[config.mk]
export PLATFORM = sky130hd
export DESIGN_NAME = updn_counter_n
export DESIGN_NICKNAME = d
export VERILOG_FILES = /design/src/rtl/updn_counter_pkg.sv /design/src/rtl/updn_tc_detect.sv /design/src/rtl/updn_counter_n.sv
export SDC_FILE = /design/constraint.sdc
export NUM_CORES = 1
export LEC_CHECK = 0
export CAP_MARGIN = 30
export CORE_AREA = 2 2 39 41
export CTS_CLUSTER_DIAMETER = 80
export DETAILED_ROUTE_END_ITERATION = 8
export DIE_AREA = 0 0 41 43
export GPL_ROUTABILITY_DRIVEN = 0
export GPL_TIMING_DRIVEN = 0
export SLEW_MARGIN = 30
export SYNTH_ARGS = -nofsm -noshare
export SYNTH_HDL_FRONTEND = slang
export SYNTH_SLANG_ARGS = --single-unit
[constraint.sdc]
create_clock -name clk -period 1.82 [get_ports clk]
set_clock_uncertainty 0.2 [all_clocks]
set_input_delay 0.364 -clock clk [delete_from_list [all_inputs] [get_ports clk]]
set_output_delay 0.364 -clock clk [all_outputs]
set_load 0.02 [all_outputs]
[src/rtl/updn_counter_pkg.sv]
`default_nettype none
// +------------------------------------------------------------------+
// | updn_counter_pkg : shared mode constants and one-shot state type  |
// | Rev 1.0                                                           |
// +------------------------------------------------------------------+
package updn_counter_pkg;

  localparam int MODE_WRAP    = 0;
  localparam int MODE_ONESHOT = 1;

  typedef enum logic [0:0] {
    ST_RUN  = 1'b0,
    ST_DONE = 1'b1
  } state_e;

endpackage
`default_nettype wire

[src/rtl/updn_tc_detect.sv]
`default_nettype none
// +------------------------------------------------------------------+
// | updn_tc_detect : max/min flag for the current count direction     |
// | Rev 1.0                                                           |
// +------------------------------------------------------------------+
module updn_tc_detect #(
  parameter int WIDTH = 4,
  parameter int MAX   = 2**WIDTH-1
) (
  input  logic [WIDTH-1:0] q_i,
  input  logic             down_up_i,
  output logic             m_m_o
);

  localparam logic [WIDTH-1:0] C_MAX = MAX[WIDTH-1:0];

  // Terminal is MAX going up, zero going down; direction applies in the same cycle.
  assign m_m_o = down_up_i ? (q_i == '0) : (q_i == C_MAX);

endmodule
`default_nettype wire

[src/rtl/updn_counter_n.sv]
`default_nettype none
// +------------------------------------------------------------------+
// | updn_counter_n : cascadable modulo-(MAX+1) up/down counter with   |
// | clamped parallel load and optional one-shot stop. Rev 1.0         |
// +------------------------------------------------------------------+
module updn_counter_n
  import updn_counter_pkg::*;
#(
  parameter int WIDTH = 4,
  parameter int MAX   = 2**WIDTH-1,
  parameter int MODE  = MODE_WRAP
) (
  input  logic             clk,
  input  logic             rst_n,
  input  logic             down_up,
  input  logic             g,
  input  logic             ci_n,
  input  logic             ld,
  input  logic [WIDTH-1:0] d,
  output logic [WIDTH-1:0] q,
  output logic             m_m,
  output logic             rco_n,
  output logic             done
);

  localparam logic [WIDTH-1:0] C_MAX = MAX[WIDTH-1:0];
  localparam logic [WIDTH-1:0] C_ONE = {{(WIDTH-1){1'b0}}, 1'b1};

  logic [WIDTH-1:0] cnt_q, cnt_d;
  state_e           state_q, state_d;
  logic [WIDTH-1:0] load_val;
  logic             count_en;

  assign count_en = ~g & ~ci_n;

  updn_tc_detect #(
    .WIDTH (WIDTH),
    .MAX   (MAX)
  ) u_tc (
    .q_i       (cnt_q),
    .down_up_i (down_up),
    .m_m_o     (m_m)
  );

  // Clamp is only needed when the modulus leaves unused codes above MAX.
  generate
    if (MAX < 2**WIDTH-1) begin : g_clamp
      assign load_val = (d > C_MAX) ? C_MAX : d;
    end else begin : g_noclamp
      assign load_val = d;
    end
  endgenerate

  always_comb begin
    cnt_d   = cnt_q;
    state_d = state_q;
    if (!ld) begin
      cnt_d   = load_val;
      state_d = ST_RUN;
    end else if (count_en && (state_q == ST_RUN)) begin
      if (m_m) begin
        if (MODE == MODE_ONESHOT) begin
          state_d = ST_DONE;
        end else begin
          cnt_d = down_up ? C_MAX : '0;
        end
      end else begin
        cnt_d = down_up ? (cnt_q - C_ONE) : (cnt_q + C_ONE);
      end
    end
  end

  always_ff @(posedge clk or negedge rst_n) begin
    if (!rst_n) begin
      cnt_q   <= '0;
      state_q <= ST_RUN;
    end else begin
      cnt_q   <= cnt_d;
      state_q <= state_d;
    end
  end

  generate
    if (MODE == MODE_ONESHOT) begin : g_oneshot
      assign done = (state_q == ST_DONE);
    end else begin : g_wrap
      assign done = 1'b0;
    end
  endgenerate

  assign q     = cnt_q;
  // Combinational carry so a downstream stage sees it before the same edge.
  assign rco_n = ~(m_m & count_en & ~done);

endmodule
`default_nettype wire

# == Yosys cells after proc, flatten, opt, wreduce, memory -nomap -nowiden ==
# Index checks and enable logic that the tools add are counted.
# classes
addsub,2
eq_ne,2
muxes,6
bitwise,5
reduce_logical,1
# op_table
cell,n
4-bit two-way mux,5
"4-bit by 1-bit adder with 4-bit output, second input constant",1
"4-bit equality test, second input constant",1
4-bit logical NOT,1
"4-bit by 1-bit subtractor with 4-bit output, second input constant",1
1-bit inverter,3
1-bit AND,2
"2-bit by 1-bit inequality test with 1-bit output, second input constant",1
1-bit two-way mux,1
# totals
ff_bits,4
out_inout_bits,7
elab_cells,17

# == Longest topological paths before layout ==
# Gate-level depths: netlist of run 1.
# logic_depth
ltp_word,5
ltp_mapped,6

# == Cells and area by module ==
# Synthesis of run 1 repeated with hierarchy kept, for this count alone.
# hier_totals
hier_cells,49
hier_area_um2,390.4
# by_module_without_submodules
mod,instances,cells_each,area_per_inst_um2
updn_counter_n,1,46,366.6
updn_tc_detect,1,3,23.8

# == Worst setup path before layout of run 1 ==
# No wires, ideal clock.
# synth_timing
kind,flip-flop to output port
startpoint,"register cnt_q[0], in the netlist q[0]"
endpoint,output rco_n
arrival_ps,1922
setup_slack_ps,-666
path_stages_with_launch,4
cell_sequence,dfrtp_1 -> or4b_4 -> o21ai_0 -> nand2_1
# synth_between
elab_chain_len,4
elab_cells_between_ends,5
cone_classes,eq/ne: 1; mux: 1; bitwise: 2; reduce/logical: 1
# synth_lines
item,line,source
"start, declared",updn_counter_n.sv:29,"logic [WIDTH-1:0] cnt_q, cnt_d;"
"start signal, assigned",updn_counter_n.sv:78,cnt_q <= cnt_d;
4-bit equality test / 4-bit logical NOT (equally long branches),updn_tc_detect.sv:18,assign m_m_o = down_up_i ? (q_i == '0) : (q_i == C_MAX);
1-bit two-way mux (*),updn_tc_detect.sv:18,
via m_m,updn_counter_n.sv:21,"output logic m_m,"
1-bit AND (*),updn_counter_n.sv:93,assign rco_n = ~(m_m & count_en & ~done);
1-bit inverter (*),updn_counter_n.sv:93,
"end, declared",updn_counter_n.sv:22,"output logic rco_n,"
# Mark *: on every way through the listed nets, which the timed path passes. The rest lies on a longest branch.

# == Final worst setup path of run 1 ==
# layout_timing
startpoint,"register cnt_q[1], in the netlist q[1]"
endpoint,output rco_n
# layout_between
elab_chain_len,4
elab_cells_between_ends,5
cone_classes,eq/ne: 1; mux: 1; bitwise: 2; reduce/logical: 1
# layout_lines
item,line
4-bit equality test / 4-bit logical NOT (equally long branches),updn_tc_detect.sv:18
1-bit two-way mux (*),updn_tc_detect.sv:18
1-bit AND (*),updn_counter_n.sv:93
1-bit inverter (*),updn_counter_n.sv:93
# Every way passes the cells marked *; elsewhere a longest branch is shown, timed or not.

==> run metrics, run 1 <==
Synth Area in Compound Gates=28.3%; DR iter-0 viols=4; Flop pwr share=between 20% and 30%; maximum clock path buffer count=2; power per cell area=~660 nW/um^2; synthesized cell area=~360 sq um; worst setup margin=-0.257 ns; Core Region=approximately 1400 sq um; # H-tree levels=1; Slew Limit Fails=0; Antenna Violating Nets Remaining=0; Synth Area in Simple Gates=18.6%; vias in the first global route=338; crit path launch type=register; DRC=0; Num Clock Sinks=4; CP Max Fanout=2; die area=1760 sq um; Initial Utilization=26.2%; first-pass GRT wire length=between 1000 and 1500 microns; critical path arrival=between 1.5 and 2 ns; dpl ws=-0.983 ns; setup TNS=-0.594 ns; critical path class=register to primary output; Total Wirelength=a little under 900 microns; largest net degree at the start of global routing=9; Clock Power Share=29.6%; status=finished with violations; most frequent cells in the layout=clkdlybuf4s50_1, inv_1, buf_4, dlygate4sd2_1; Synthesized Nets=56; failing checks=setup timing; max FFs per register=4; GRT Residual Overflow=0; hold buffer count at cts=0; CTS buffer count=3; WL/cell=about 11 microns; RSZ-0062 raised after global routing=yes; Port Buffer Count=15; Max IR drop VDD=303 uV; # diodes=0; worst hold path class=input port to async pin; Via Count=380; total track usage=11.8%; mux cell area share after synthesis=0%; Min Clock Period, post-route=a little over 2 ns; DIE HEIGHT=between 40 and 50 microns; FF-to-FF setup slack=-0.05 ns; Net Sw Power=130 uW; Area growth syn-to-layout=65.9%; Yosys reg bits=4; DR pass1 iterations=4; part of the Yosys area used for sequential elements=between 20% and 30%; detailed placement HPWL=roughly 670 microns; maxcap violations=0; Synth warnings=0; commonest non-fill, non-tap cell in the layout=clkdlybuf4s50_1; # fillers=143; Cell variety after synth=23; Ports=17; main combinational cell family by area after synthesis=compound AO/OA/AOI/OAI gates; crit end category=primary output; Overall Power=395 uW; row cnt=14; NumNets Final=80; Hold Fails Final Rpt=0; synthesized instance count=43; final core occ=43.5%; hold_ws=0.129 ns; max frequency=481 MHz; initial antenna violation count=0; Int Power=roughly 270 uW; adder-cell area share of the yosys netlist=12.4%; syn_area_per_cell=8.44 sq um; Via-to-Cell Ratio=between 4 and 5; Reg clk slew, reported paths=roughly 0.04 ns; period utilization=114%; Clk Latency, worst-skew pair=0.23 ns; die width=41 microns; final setup vio count=4; switch share=between 30% and 40%; Gate power share=about two fifths; CTS root buf=clkbuf_4; CTS tree=done; required time worst endpoint=between 1 and 1.5 ns; share of cells above drive strength 1=between 30% and 40%; post-synthesis xor/xnor area fraction=around 4.8%; Leakage=roughly 0.00027 uW
-- stage by stage --
stage               cells  cell area, sq um
floorplan              43               380
global placement       74               551
detailed placement     74               551
CTS                    82               598
global route           82               602
finish                 82               602
-- critical path, cell delays in order (launching register included) --
cell and delay, ns:
dfrtp_2 0.39, or4b_4 0.56, o21ai_4 0.14, nand2_2 0.06
buf_6 0.14
-- Yosys cell counts --
| master | count | area share [%] |
|---|---|---|
| and3_1 | 1 | 1.7 |
| o31a_1 | 1 | 2.4 |
| dfrtp_1 | 4 | 28 |
| nor2_1 | 3 | 3.1 |
| a21oi_2 | 1 | 2.4 |
| xor2_1 | 1 | 2.4 |
| conb_1 | 1 | 1.0 |
| and4b_1 | 1 | 2.8 |
| a21oi_1 | 5 | 6.9 |
| o221ai_1 | 2 | 4.8 |
| xnor2_1 | 1 | 2.4 |
| o211ai_1 | 1 | 2.1 |
| nand2_1 | 2 | 2.1 |
| or3_2 | 1 | 2.1 |
| o21ai_0 | 5 | 6.9 |
| or4b_4 | 1 | 3.8 |
| nand3_1 | 1 | 1.4 |
| ha_1 | 2 | 6.9 |
| o211a_1 | 1 | 2.8 |
| fa_1 | 1 | 5.5 |
| buf_4 | 1 | 2.1 |
| inv_1 | 5 | 5.2 |
| or3_1 | 1 | 1.7 |
-- cell families after synthesis --
family                     after synthesis
buffers and inverters                    6
AOI/OAI and AO/OA                       16
adders and majority gates                3
and+or+nand+nor                         11
other                                    1
xor gates and xnor gates                 2
DFF                                      4
-- power groups by stage --
stage	sequential (uW)	combinational, uW	clock, uW
3_3_place_gp	124	149	0
2_1_floorplan	133	75.4	0
6_report	114	165	117
5_1_grt	115	185	132
4_1_cts	114	165	123
3_5_place_dp	125	150	0
-- worst paths after layout --
| kind | from | endpoint | cells past startpoint |
|---|---|---|---|
| min reg2reg | q[2]$_DFFE_PN0P_ | q[2]$_DFFE_PN0P_ | 2 |
| min in group clk | d[1] | q[1]$_DFFE_PN0P_ | 3 |
| max in group asynchronous | rst_n | q[1]$_DFFE_PN0P_ | 1 |
| max reg2reg | q[1]$_DFFE_PN0P_ | q[1]$_DFFE_PN0P_ | 5 |
| max | q[1]$_DFFE_PN0P_ | rco_n | 4 |
| min | rst_n | q[0]$_DFFE_PN0P_ | 1 |
-- what timing repair did --
item                                    in CTS  in global routing
hold endpoints to repair                     0                  0
resized for setup                           16                  1
cloned                                       0                  0
pin swaps                                    2                  1
setup buffers                                4                  0
endpoints found under the setup margin       7                  5
-- layer usage --
layer	vias up	track usage, %	part of all wire [%]	routed length [microns]
li1	201	-	-	-
met1	168	15.1	49	427
met2	11	17.5	45	397
met3	0	3.14	5.9	52
met4	0	6.00	0	0
met5	-	0	0	0
-- final cells by class --
cell class / count / area [sq um] / share of cell area [%]
timing repair buffer: 19 / 170 / 28.3
inverter: 5 / 18.8 / 3.12
buffer: 1 / 7.51 / 1.25
clock buffer: 4 / 26.3 / 4.37
tap: 16 / 20.0 / 3.33
multi-input combinational: 33 / 254 / 42.2
sequential: 4 / 105 / 17.5
No activity file was read; power rests on OpenSTA's default activity.
==> run 2, diff against run 1 <==
Settings changed: MAX_ROUTING_LAYER set to met4.
==> results of run 2 <==
The final DEF is identical to that of run 1; final timing and power are the same.
Main changes from that run: overall routing resource usage 11.8% -> 12.1%
==> run 3, diff against run 2 <==
Settings changed: SKIP_LAST_GASP set to 1.
==> run metrics, run 3 (synthesis gave the netlist of run 1 again) <==
row cnt=14; max FFs per register=4; share of cells above drive strength 1=30.3%; DIE HEIGHT=43 microns; DP Cell Count=74; post-route insts no fill=between 80 and 90; dpl ws=-0.983 ns; worst setup margin=-0.257 ns; Leakage=0.000283 uW; vias in the first global route=338; CTS tree=done; largest net degree at the start of global routing=9; Min Clock Period, post-route=between 2 and 2.5 ns; # diodes=0; Ports=17; detailed placement HPWL=673 microns; period utilization=114%; crit path launch type=register; power per cell area=approximately 650 nW/um^2; Total Wirelength=881 microns; Critical path origin=q[1]$_DFFE_PN0P_; die width=41 microns; Via-to-Cell Ratio=approximately 4.6; critical path arrival=around 1.5 ns; worst hold path class=input port to async pin; crit end category=primary output; # H-tree levels=1; Num Clock Sinks=4; worst r2r src=q[1]$_DFFE_PN0P_; initial antenna violation count=0; Hold Fails Final Rpt=0; Via Count=380; required time worst endpoint=between 1 and 1.5 ns; maxcap violations=0; DRC=0; GRT Residual Overflow=0; WL/cell=~11 microns; Core Region=roughly 1400 sq um; Slew Limit Fails=0; CTS root buf=clkbuf_4; max frequency=between 400 and 500 MHz; maximum clock path buffer count=2; critical path class=register to primary output; Max IR drop VDD=between 300 and 400 uV; failing checks=setup timing; Reg clk slew, reported paths=0.04 ns; Port Buffer Count=15; NumNets Final=80; most frequent cells in the layout=clkdlybuf4s50_1, inv_1, buf_4; Clk Latency, worst-skew pair=0.23 ns; RSZ-0062 raised after global routing=yes; # fillers=~140; CTS buffer count=3; DR pass1 iterations=4; DR iter-0 viols=4; final setup vio count=4; status=finished with violations; commonest non-fill, non-tap cell in the layout=clkdlybuf4s50_1; hold buffer count at cts=0; Area growth syn-to-layout=67.9%; total track usage=about 12%; first-pass GRT wire length=about 1400 microns; Initial Utilization=26.2%; die area=between 1500 and 2000 sq um; Antenna Violating Nets Remaining=0; CP Max Fanout=2
## run 3: cell types whose count changed in the layout (fill, tap and decap cells not counted), sizes merged
cell / change
dlymetal6s2s: +2
dlygate4sd2: -2
## run 3: timing repair
item	CTS	global route
buffers inserted	4	0
setup endpoints to repair	7	7
resized for setup	14	3
pin swaps	2	1
## run 3: per-layer routing
layer	GRT usage [%]	up-vias	wire length, microns
li1	-	201	-
met1	15.1	168	428
met2	17.5	11	398
met3	3.14	0	54
met4	6.00	0	0
met5	-	-	0
## run 3: metrics by stage
stage	instance area (sq um)	total power, uW	util [%]	TNS (ns)	hold WS (ns)
floorplan	380	208	-	-0.158	-0.132
global placement	551	273	39.8	-3.07	0.378
detailed placement	551	275	39.8	-3.26	0.378
CTS	601	406	43.4	-0.703	0.125
global route	609	434	44.0	-0.899	0.137
finish	609	398	44.0	-0.594	0.129
## run 3: worst paths after layout
kind,depth (start not counted),slack [ns],end
min,1,0.13,q[0]$_DFFE_PN0P_
max,4,-0.26,rco_n
max in group asynchronous,1,1.10,q[1]$_DFFE_PN0P_
min in group clk,3,0.48,q[1]$_DFFE_PN0P_
min reg2reg,2,0.50,q[2]$_DFFE_PN0P_
max reg2reg,5,-0.05,q[1]$_DFFE_PN0P_
## run 3: layout make-up
| cell class | instances | area (sq um) | share of cell area, % |
|---|---|---|---|
| Multi-Input combinational cell | 33 | 254 | 41.7 |
| Inverter | 5 | 18.8 | 3.08 |
| Timing Repair Buffer | 19 | 178 | 29.2 |
| Tap cell | 16 | 20.0 | 3.29 |
| Buffer | 1 | 7.51 | 1.23 |
| Sequential cell | 4 | 105 | 17.2 |
| Clock buffer | 4 | 26.3 | 4.31 |
## run 3: power by group
group	leakage [uW]	internal (uW)	total, uW	switching (uW)
Combinational	0.000226	83.6	168	84.1
Clock	0.0000150	82.1	117	34.7
Sequential	0.0000424	102	114	11.2
## run 3: worst max-delay path, stage by stage, from the launching register on
cell	delay, ns
dfrtp_2	0.39
or4b_4	0.56
o21ai_4	0.14
nand2_2	0.06
buf_6	0.14
